`src/rtl/ysyx_040066_mdu_ctrl.sv`:
```
// ysyx_040066_mdu_ctrl
//   This module sequences one EX-stage M-extension instruction through the
//   shared iterative multiply/divide unit (MDU). It latches and pre-extends
//   the operands. Divide-by-zero and signed overflow can complete locally
//   without starting the MDU. The formatted result is held until downstream
//   accepts it.
//
// Ports
//   clk, rst                 clock, synchronous active-high reset
//   in_valid/in_op/in_word   instruction request (funct3, *W variant)
//   in_src1, in_src2         raw operands
//   flush                    kill the in-flight op (highest priority)
//   out_ready                downstream accepts the result
//   stall                    hold EX and upstream stages
//   out_valid, out_result    final rd value handshake
//   u_start/u_ready          MDU request handshake
//   u_is_div, u_signed_a/b   MDU operation controls
//   u_a, u_b                 extended operands to the MDU
//   u_flush                  one-cycle MDU abort
//   u_done, u_lo, u_hi       MDU completion pulse and result halves
module ysyx_040066_mdu_ctrl #(
    parameter int unsigned XLEN         = 64,
    parameter bit          FAST_SPECIAL = 1'b1
) (
    input  logic            clk,
    input  logic            rst,
    input  logic            in_valid,
    input  logic [2:0]      in_op,
    input  logic            in_word,
    input  logic [XLEN-1:0] in_src1,
    input  logic [XLEN-1:0] in_src2,
    input  logic            flush,
    input  logic            out_ready,
    output logic            stall,
    output logic            out_valid,
    output logic [XLEN-1:0] out_result,
    output logic            u_start,
    input  logic            u_ready,
    output logic            u_is_div,
    output logic            u_signed_a,
    output logic            u_signed_b,
    output logic [XLEN-1:0] u_a,
    output logic [XLEN-1:0] u_b,
    output logic            u_flush,
    input  logic            u_done,
    input  logic [XLEN-1:0] u_lo,
    input  logic [XLEN-1:0] u_hi
);

    typedef enum logic [1:0] {S_IDLE, S_ISSUE, S_WAIT, S_DONE} state_e;

    localparam logic [XLEN-1:0] SMIN = {1'b1, {(XLEN-1){1'b0}}};

    state_e          state_q, state_d;
    logic [2:0]      op_q, op_d;
    logic            word_q, word_d;
    logic [XLEN-1:0] a_q, a_d;
    logic [XLEN-1:0] b_q, b_d;
    logic [XLEN-1:0] res_q, res_d;

    // MULH, MULHSU, DIV, REM treat the first operand as signed
    function automatic logic op_signed_a(input logic [2:0] op);
        return (op == 3'b001) || (op == 3'b010) || (op == 3'b100) || (op == 3'b110);
    endfunction

    // MULH, DIV, REM treat the second operand as signed
    function automatic logic op_signed_b(input logic [2:0] op);
        return (op == 3'b001) || (op == 3'b100) || (op == 3'b110);
    endfunction

    function automatic logic [XLEN-1:0] extend32(input logic [XLEN-1:0] v, input logic sgn);
        return {{(XLEN-32){sgn & v[31]}}, v[31:0]};
    endfunction

    // Word ops always write back a sign-extended 32-bit value
    function automatic logic [XLEN-1:0] fmt(input logic [XLEN-1:0] r, input logic word);
        return word ? extend32(r, 1'b1) : r;
    endfunction

    logic [XLEN-1:0] ext_a, ext_b, special_res;
    logic            div_zero, div_ovf;

    always_comb begin
        ext_a    = in_word ? extend32(in_src1, op_signed_a(in_op)) : in_src1;
        ext_b    = in_word ? extend32(in_src2, op_signed_b(in_op)) : in_src2;
        div_zero = in_op[2] && (ext_b == '0);
        div_ovf  = in_op[2] && !in_op[0] && !in_word && (ext_a == SMIN) && (ext_b == '1);
        // in_op[1] distinguishes REM/REMU from DIV/DIVU
        if (div_zero) begin
            special_res = in_op[1] ? ext_a : '1;
        end else begin
            special_res = in_op[1] ? '0 : ext_a;
        end
    end

    always_comb begin
        state_d = state_q;
        op_d    = op_q;
        word_d  = word_q;
        a_d     = a_q;
        b_d     = b_q;
        res_d   = res_q;
        case (state_q)
            S_IDLE: begin
                if (in_valid) begin
                    op_d   = in_op;
                    word_d = in_word;
                    a_d    = ext_a;
                    b_d    = ext_b;
                    if (FAST_SPECIAL && (div_zero || div_ovf)) begin
                        res_d   = fmt(special_res, in_word);
                        state_d = S_DONE;
                    end else begin
                        state_d = S_ISSUE;
                    end
                end
            end
            S_ISSUE: begin
                if (u_ready) state_d = S_WAIT;
            end
            S_WAIT: begin
                if (u_done) begin
                    // MUL and DIV/DIVU take the low half; MULH* and REM* the high half
                    if (op_q == 3'b000 || (op_q[2] && !op_q[1])) begin
                        res_d = fmt(u_lo, word_q);
                    end else begin
                        res_d = fmt(u_hi, word_q);
                    end
                    state_d = S_DONE;
                end
            end
            S_DONE: begin
                if (out_ready) state_d = S_IDLE;
            end
            default: state_d = S_IDLE;
        endcase
        // Flush overrides every other event; a latched request in IDLE is
        // dropped too since the redirect kills the instruction
        if (flush) begin
            state_d = S_IDLE;
            op_d    = op_q;
            word_d  = word_q;
            a_d     = a_q;
            b_d     = b_q;
            res_d   = res_q;
        end
    end

    always_ff @(posedge clk) begin
        if (rst) begin
            state_q <= S_IDLE;
            op_q    <= '0;
            word_q  <= 1'b0;
            a_q     <= '0;
            b_q     <= '0;
            res_q   <= '0;
        end else begin
            state_q <= state_d;
            op_q    <= op_d;
            word_q  <= word_d;
            a_q     <= a_d;
            b_q     <= b_d;
            res_q   <= res_d;
        end
    end

    // All outputs are forced low while reset is asserted
    always_comb begin
        stall      = !rst && ((state_q == S_IDLE && in_valid) || state_q == S_ISSUE ||
                              state_q == S_WAIT || (state_q == S_DONE && !out_ready));
        out_valid  = !rst && (state_q == S_DONE);
        out_result = out_valid ? res_q : '0;
        u_start    = !rst && (state_q == S_ISSUE);
        u_is_div   = !rst && op_q[2];
        u_signed_a = !rst && op_signed_a(op_q);
        u_signed_b = !rst && op_signed_b(op_q);
        u_a        = rst ? '0 : a_q;
        u_b        = rst ? '0 : b_q;
        u_flush    = !rst && flush && (state_q == S_ISSUE || state_q == S_WAIT);
    end

endmodule
```
`config.mk`:
```
export PLATFORM = sky130hd
export DESIGN_NAME = ysyx_040066_mdu_ctrl
export DESIGN_NICKNAME = d
export VERILOG_FILES = /design/src/rtl/ysyx_040066_mdu_ctrl.sv
export SDC_FILE = /design/constraint.sdc
export NUM_CORES = 1
export LEC_CHECK = 0
export BUFFER_PORTS_ARGS = -buffer_cell sky130_fd_sc_hd__buf_4
export CAP_MARGIN = 20
export CORE_AREA = 2 2 181 183
export DETAILED_ROUTE_END_ITERATION = 6
export DIE_AREA = 0 0 183 185
export RECOVER_POWER = 50
export SLEW_MARGIN = 5
export SYNTH_ARGS = -nofsm -noshare
export SYNTH_HDL_FRONTEND = slang
export SYNTH_SLANG_ARGS = --single-unit
export TNS_END_PERCENT = 30
```
`constraint.sdc`:
```
create_clock -name clk -period 6 [get_ports clk]
set_clock_uncertainty 0.1 [all_clocks]
set_input_delay 0.6 -clock clk [delete_from_list [all_inputs] [get_ports clk]]
set_output_delay 0.6 -clock clk [all_outputs]
set_load 0.05 [all_outputs]
```
---- Word level (Yosys, flattened, before mapping) ----
Index checks and enable logic that the tools add are counted.
word-level totals
  register bits ........................... 198
  latch bits .............................. 0
  memory bits (writable) .................. 0
  bits in read-only memories .............. 0
  input bits .............................. 267
  output and inout port bits .............. 199
  memories kept ........................... 0
operators by class
  $add $sub $neg .......................... 0
  multiply operators ...................... 0
  div/mod/pow operators ................... 0
  magnitude comparators ................... 0
  eq/ne operators ......................... 18
  shifts and indexed selects .............. 0
  muxes and demuxes ....................... 22
  bitwise logic cells ..................... 3
  reductions and logical operators ........ 45
operators by type and width
  cell                                                                    number
  64-bit 2-to-1 mux                                                       15
  64-bit equality test (second input constant)                            2
  64-bit one-hot mux with 2 select lines                                  1
  64-bit zero test                                                        1
  1-bit logical AND                                                       16
  1-bit logical OR                                                        16
  3-bit equality test (second input constant)                             4
  2-bit 2-to-1 mux                                                        5
  2-bit inequality test (second input constant)                           5
  2-bit one-hot mux with 4 select lines                                   1
  3-bit by 1-bit equality test with 1-bit output (second input constant)  2
  3-bit by 2-bit equality test with 1-bit output (second input constant)  2
  1-bit zero test                                                         5
  5-bit AND reduction                                                     1
  2-bit equality test (second input constant)                             2
  4-bit AND reduction                                                     1
  3-bit zero test                                                         1
  3-bit AND reduction                                                     1
  1-bit AND                                                               2
  2-bit by 1-bit equality test with 1-bit output (second input constant)  1
  2-bit zero test                                                         1
  2-bit nonzero test                                                      1
  2-bit OR reduction                                                      1
  1-bit inverter                                                          1

---- Depth between registers and ports, before layout ----
  word-level depth ........................ 13
  gate-level depth with buffers ........... 9
  gate-level depth less buffers ........... 8

---- Least setup slack after synthesis ----
No wires, ideal clock.
  path type ............................... in2out
  start point ............................. in rst
  end point ............................... out stall
  arrival ................................. 2008 ps
  slack ................................... 3292 ps
  stages on the path ...................... 4
  path buffers ............................ 3
  cell sequence ........................... clkbuf_1 -> buf_1 -> clkbuf_1 -> a31oi_1
between the ends
  word-level cells in the longest chain between the ends .. 2
RTL lines
  element            line  source
  from (decl)        26    input logic rst,
  1-bit zero test    169   stall = !rst && ((state_q == S_IDLE && in_valid) || state_q == S_ISSUE ||
  1-bit logical AND  169
  to (decl)          34    output logic stall,
Every way passes these cells.

---- Final worst setup path ----
  start point ............................. reg state_q[1]
  end point ............................... reg b_q[14]
between the ends
  word-level cells in the longest chain between the ends .. 2
RTL lines
  element                               line  source
  from (decl)                           54    state_e state_q, state_d;
  from (signal assigned)                158   state_q <= state_d;
  2-bit zero test                       103   case (state_q)
  3-bit AND reduction (no source line)  n/a
  to (signal assigned)                  155   b_q <= '0;
  to (signal assigned)                  162   b_q <= b_d;
  to (decl)                             58    logic [XLEN-1:0] b_q, b_d;
Every way passes these cells.
A chain may end at the register's enable or synchronous reset.

==> impl_metrics.toml <==
[yosys]
yosys_warnings = 0
avgSynthCellArea_um2 = 8.230
synth_seq_area_share_pct = 36.54
synth_fp_nets = 1589
synth_top_area_share_pct = 36.54
ys_ff_latch = 198
synth.area.top_cells = "dfxtp_1 37%, nor2b_1 7.7%, a21oi_1 7.4%"
async_flop_share_pct = 0
synth_top_area_cell = "dfxtp_1"
netlist_area_mm2 = 0.01085
synth_cells = 1318
synth_edf_count = 0
synth_cell_types = 56
synth_top_flop_cell = "dfxtp_1"

[detailed_routing]
drt_pass1_iterations = 5
viasPerCell = 5.706
final_antenna_net_count = 0
drc = 0
wl_per_cell_um = 22.59
wl_um = 47650
vias = 12030
drtIter0Drc = 959

[global_routing]
grt_pass1_wl_um = 69980
globalRoute.totalOverflow = 0
antenna_found_initial = 3
track_usage_pct = 26.97
grt_pass1_vias = 11250
grt_max_degree = 98

[clock_tree]
holdBufCountCts = 0
cts_htree_levels = 4
cts_sinks = 198
cts_tree = "built"
cts_resized = 0
clock_latency_ps = 450
clock_path_buffers = 2
clock-root-buffer = "clkbuf_16"
path_clk_slew_ps = 80
cts_buffers = 17
cts_setup_buffers = 0

[floorplan]
ios = 466
coreArea_mm2 = 0.03204
chipHeight_um = 185
die_area_mm2 = 0.03386
start_util_pct = 33.85
die_w_um = 183
rows = 66

[worst_setup_path]
worst_path_max_delay_cell = "nor2_1"
cp_max_fo = 39
cpLargestDelayFamily = "simple AND/OR/NAND/NOR gates"
reg2reg_slack_ps = 1740
worstPathRequired_ps = 6290
arrival_ps = 4550
critPathLaunchType = "register"
end_kind = "register"
crit_type = "register to register"
path_cells = "inv_1, ha_1, nand2_1, or2_0, nor2_1, buf_4, o22a_1"
crit_buf_inv = 2
slowest_delay_ps = 1670

[cells_and_area]
syn2layout_area_growth_pct = 35.47
mostFrequentLayoutCell = "buf_4"
multi_input_area_mm2 = 0.006290
finish.net_count = 1957
drive_gt1_share_pct = 26.60
nFillCells = 3328
regArea_mm2 = 0.003964
final_cell_mix = "369 x buf_4, 198 x dfxtp_1, 160 x a21oi_1"

[place]
dp_hpwl_um = 34340
gp_congestion = 0.9732
port_buffers = 465

[power]
power.leakage_nw = 5.809
ir_worst_vdd_mv = 0.1976
power_mw = 3.458
p_per_area_mw_per_mm2 = 235.3

[status]
failed_checks = "max-capacitance violations, max-slew violations"
outcome = "finished, violations left"

[min_path]
hold_path_class = "input pin to register"

[sta]
setup_viol = 0
fin_crit_ps = 4258
rsz0062_at_grt = "false"
drv_slew = 235
slew_headroom_pct = -34.35
worst_pin_slew_ps = 2008
hold_violations = 0
fmax_mhz = 234.8
min_period_over_period_pct = 70.97
finalSetupTns_ps = 0

[run]
maxCapViolations = 4
state kept, by name (all words and copies together) (netlist names):
register,count
word_q,1
res_q,64
state_q,2
a_q,64
op_q,3
b_q,64
path summary, 6_finish.rpt:
check                           cells past startpoint               startpoint                     end
worst max-delay path                                7  state_q[1]$_SDFFE_PP0P_    b_q[14]$_SDFFE_PP0P_
worst min-delay path                                2               in_src2[8]     b_q[8]$_SDFFE_PP0P_
worst max register to register                      7  state_q[1]$_SDFFE_PP0P_    b_q[14]$_SDFFE_PP0P_
worst min register to register                      2   res_q[32]$_SDFFE_PP0P_  res_q[32]$_SDFFE_PP0P_
stage by stage:
stage / setup WS (ps) / area, um^2 / hold WS (ps) / cells / utilization, %
after floorplan: 3292 / 10850 / 344.8 / 1318 / -
after CTS: 2676 / 15170 / 264.2 / 2107 / 47.33
after global routing: 1433 / 14690 / 274.7 / 2109 / 45.86
final: 1742 / 14690 / 282.0 / 2109 / 45.86
after global placement: 1916 / 14490 / 359.5 / 2072 / 45.21
after detailed placement: 2199 / 14560 / 367.8 / 2075 / 45.45
logic make-up after synthesis:
group | after synthesis | share of synthesized area [%]
buffers and inverters | 149 | 5.848
DFF | 198 | 36.54
AOI/OAI and AO/OA | 535 | 35.17
and+or+nand+nor | 430 | 21.80
xor gates and xnor gates | 1 | 0.08076
adders and majority gates | 4 | 0.4614
muxes | 1 | 0.09229
synth_stat cells (5+ instances only):
library cell and number:
a211oi_1 33, a21oi_1 160, a221oi_1 32, a2bb2oi_1 32, a31oi_1 35, and2_1 64, buf_1 9, buf_2 12
buf_6 6, clkbuf_1 112, dfxtp_1 198, inv_1 5, nand2_1 137, nand4_1 17, nor2_1 14, nor2b_1 134
nor3_1 5, nor4_1 23, o21ai_0 64, o21bai_1 33, o22a_1 65, o22ai_1 34, o32ai_2 30, or4_1 7
where the power goes:
part	internal (mW)	total, mW	switching (mW)
sequential	1.39	1.42	0.0269
clock	0.639	1.22	0.578
combinational	0.296	0.820	0.524
total	2.33	3.46	1.13
cell type report:
type / count / share of cell area [%]
tap: 408 / 3.474
multi-input combinational: 971 / 42.80
inverter: 6 / 0.1533
sequential: 198 / 26.98
timing repair buffer: 492 / 22.45
clock inverter: 14 / 1.124
antenna: 2 / 0.03406
clock buffer: 18 / 2.989
per-layer routing:
layer,vias to the layer above,part of all wire (%),GRT usage (%)
met1,5806,44,36.76
met5,-,0.027,0
met2,547,45,41.94
met3,68,7.5,5.663
met4,2,3.1,10.08
li1,5611,-,-
No activity file was read; power rests on OpenSTA's default activity.
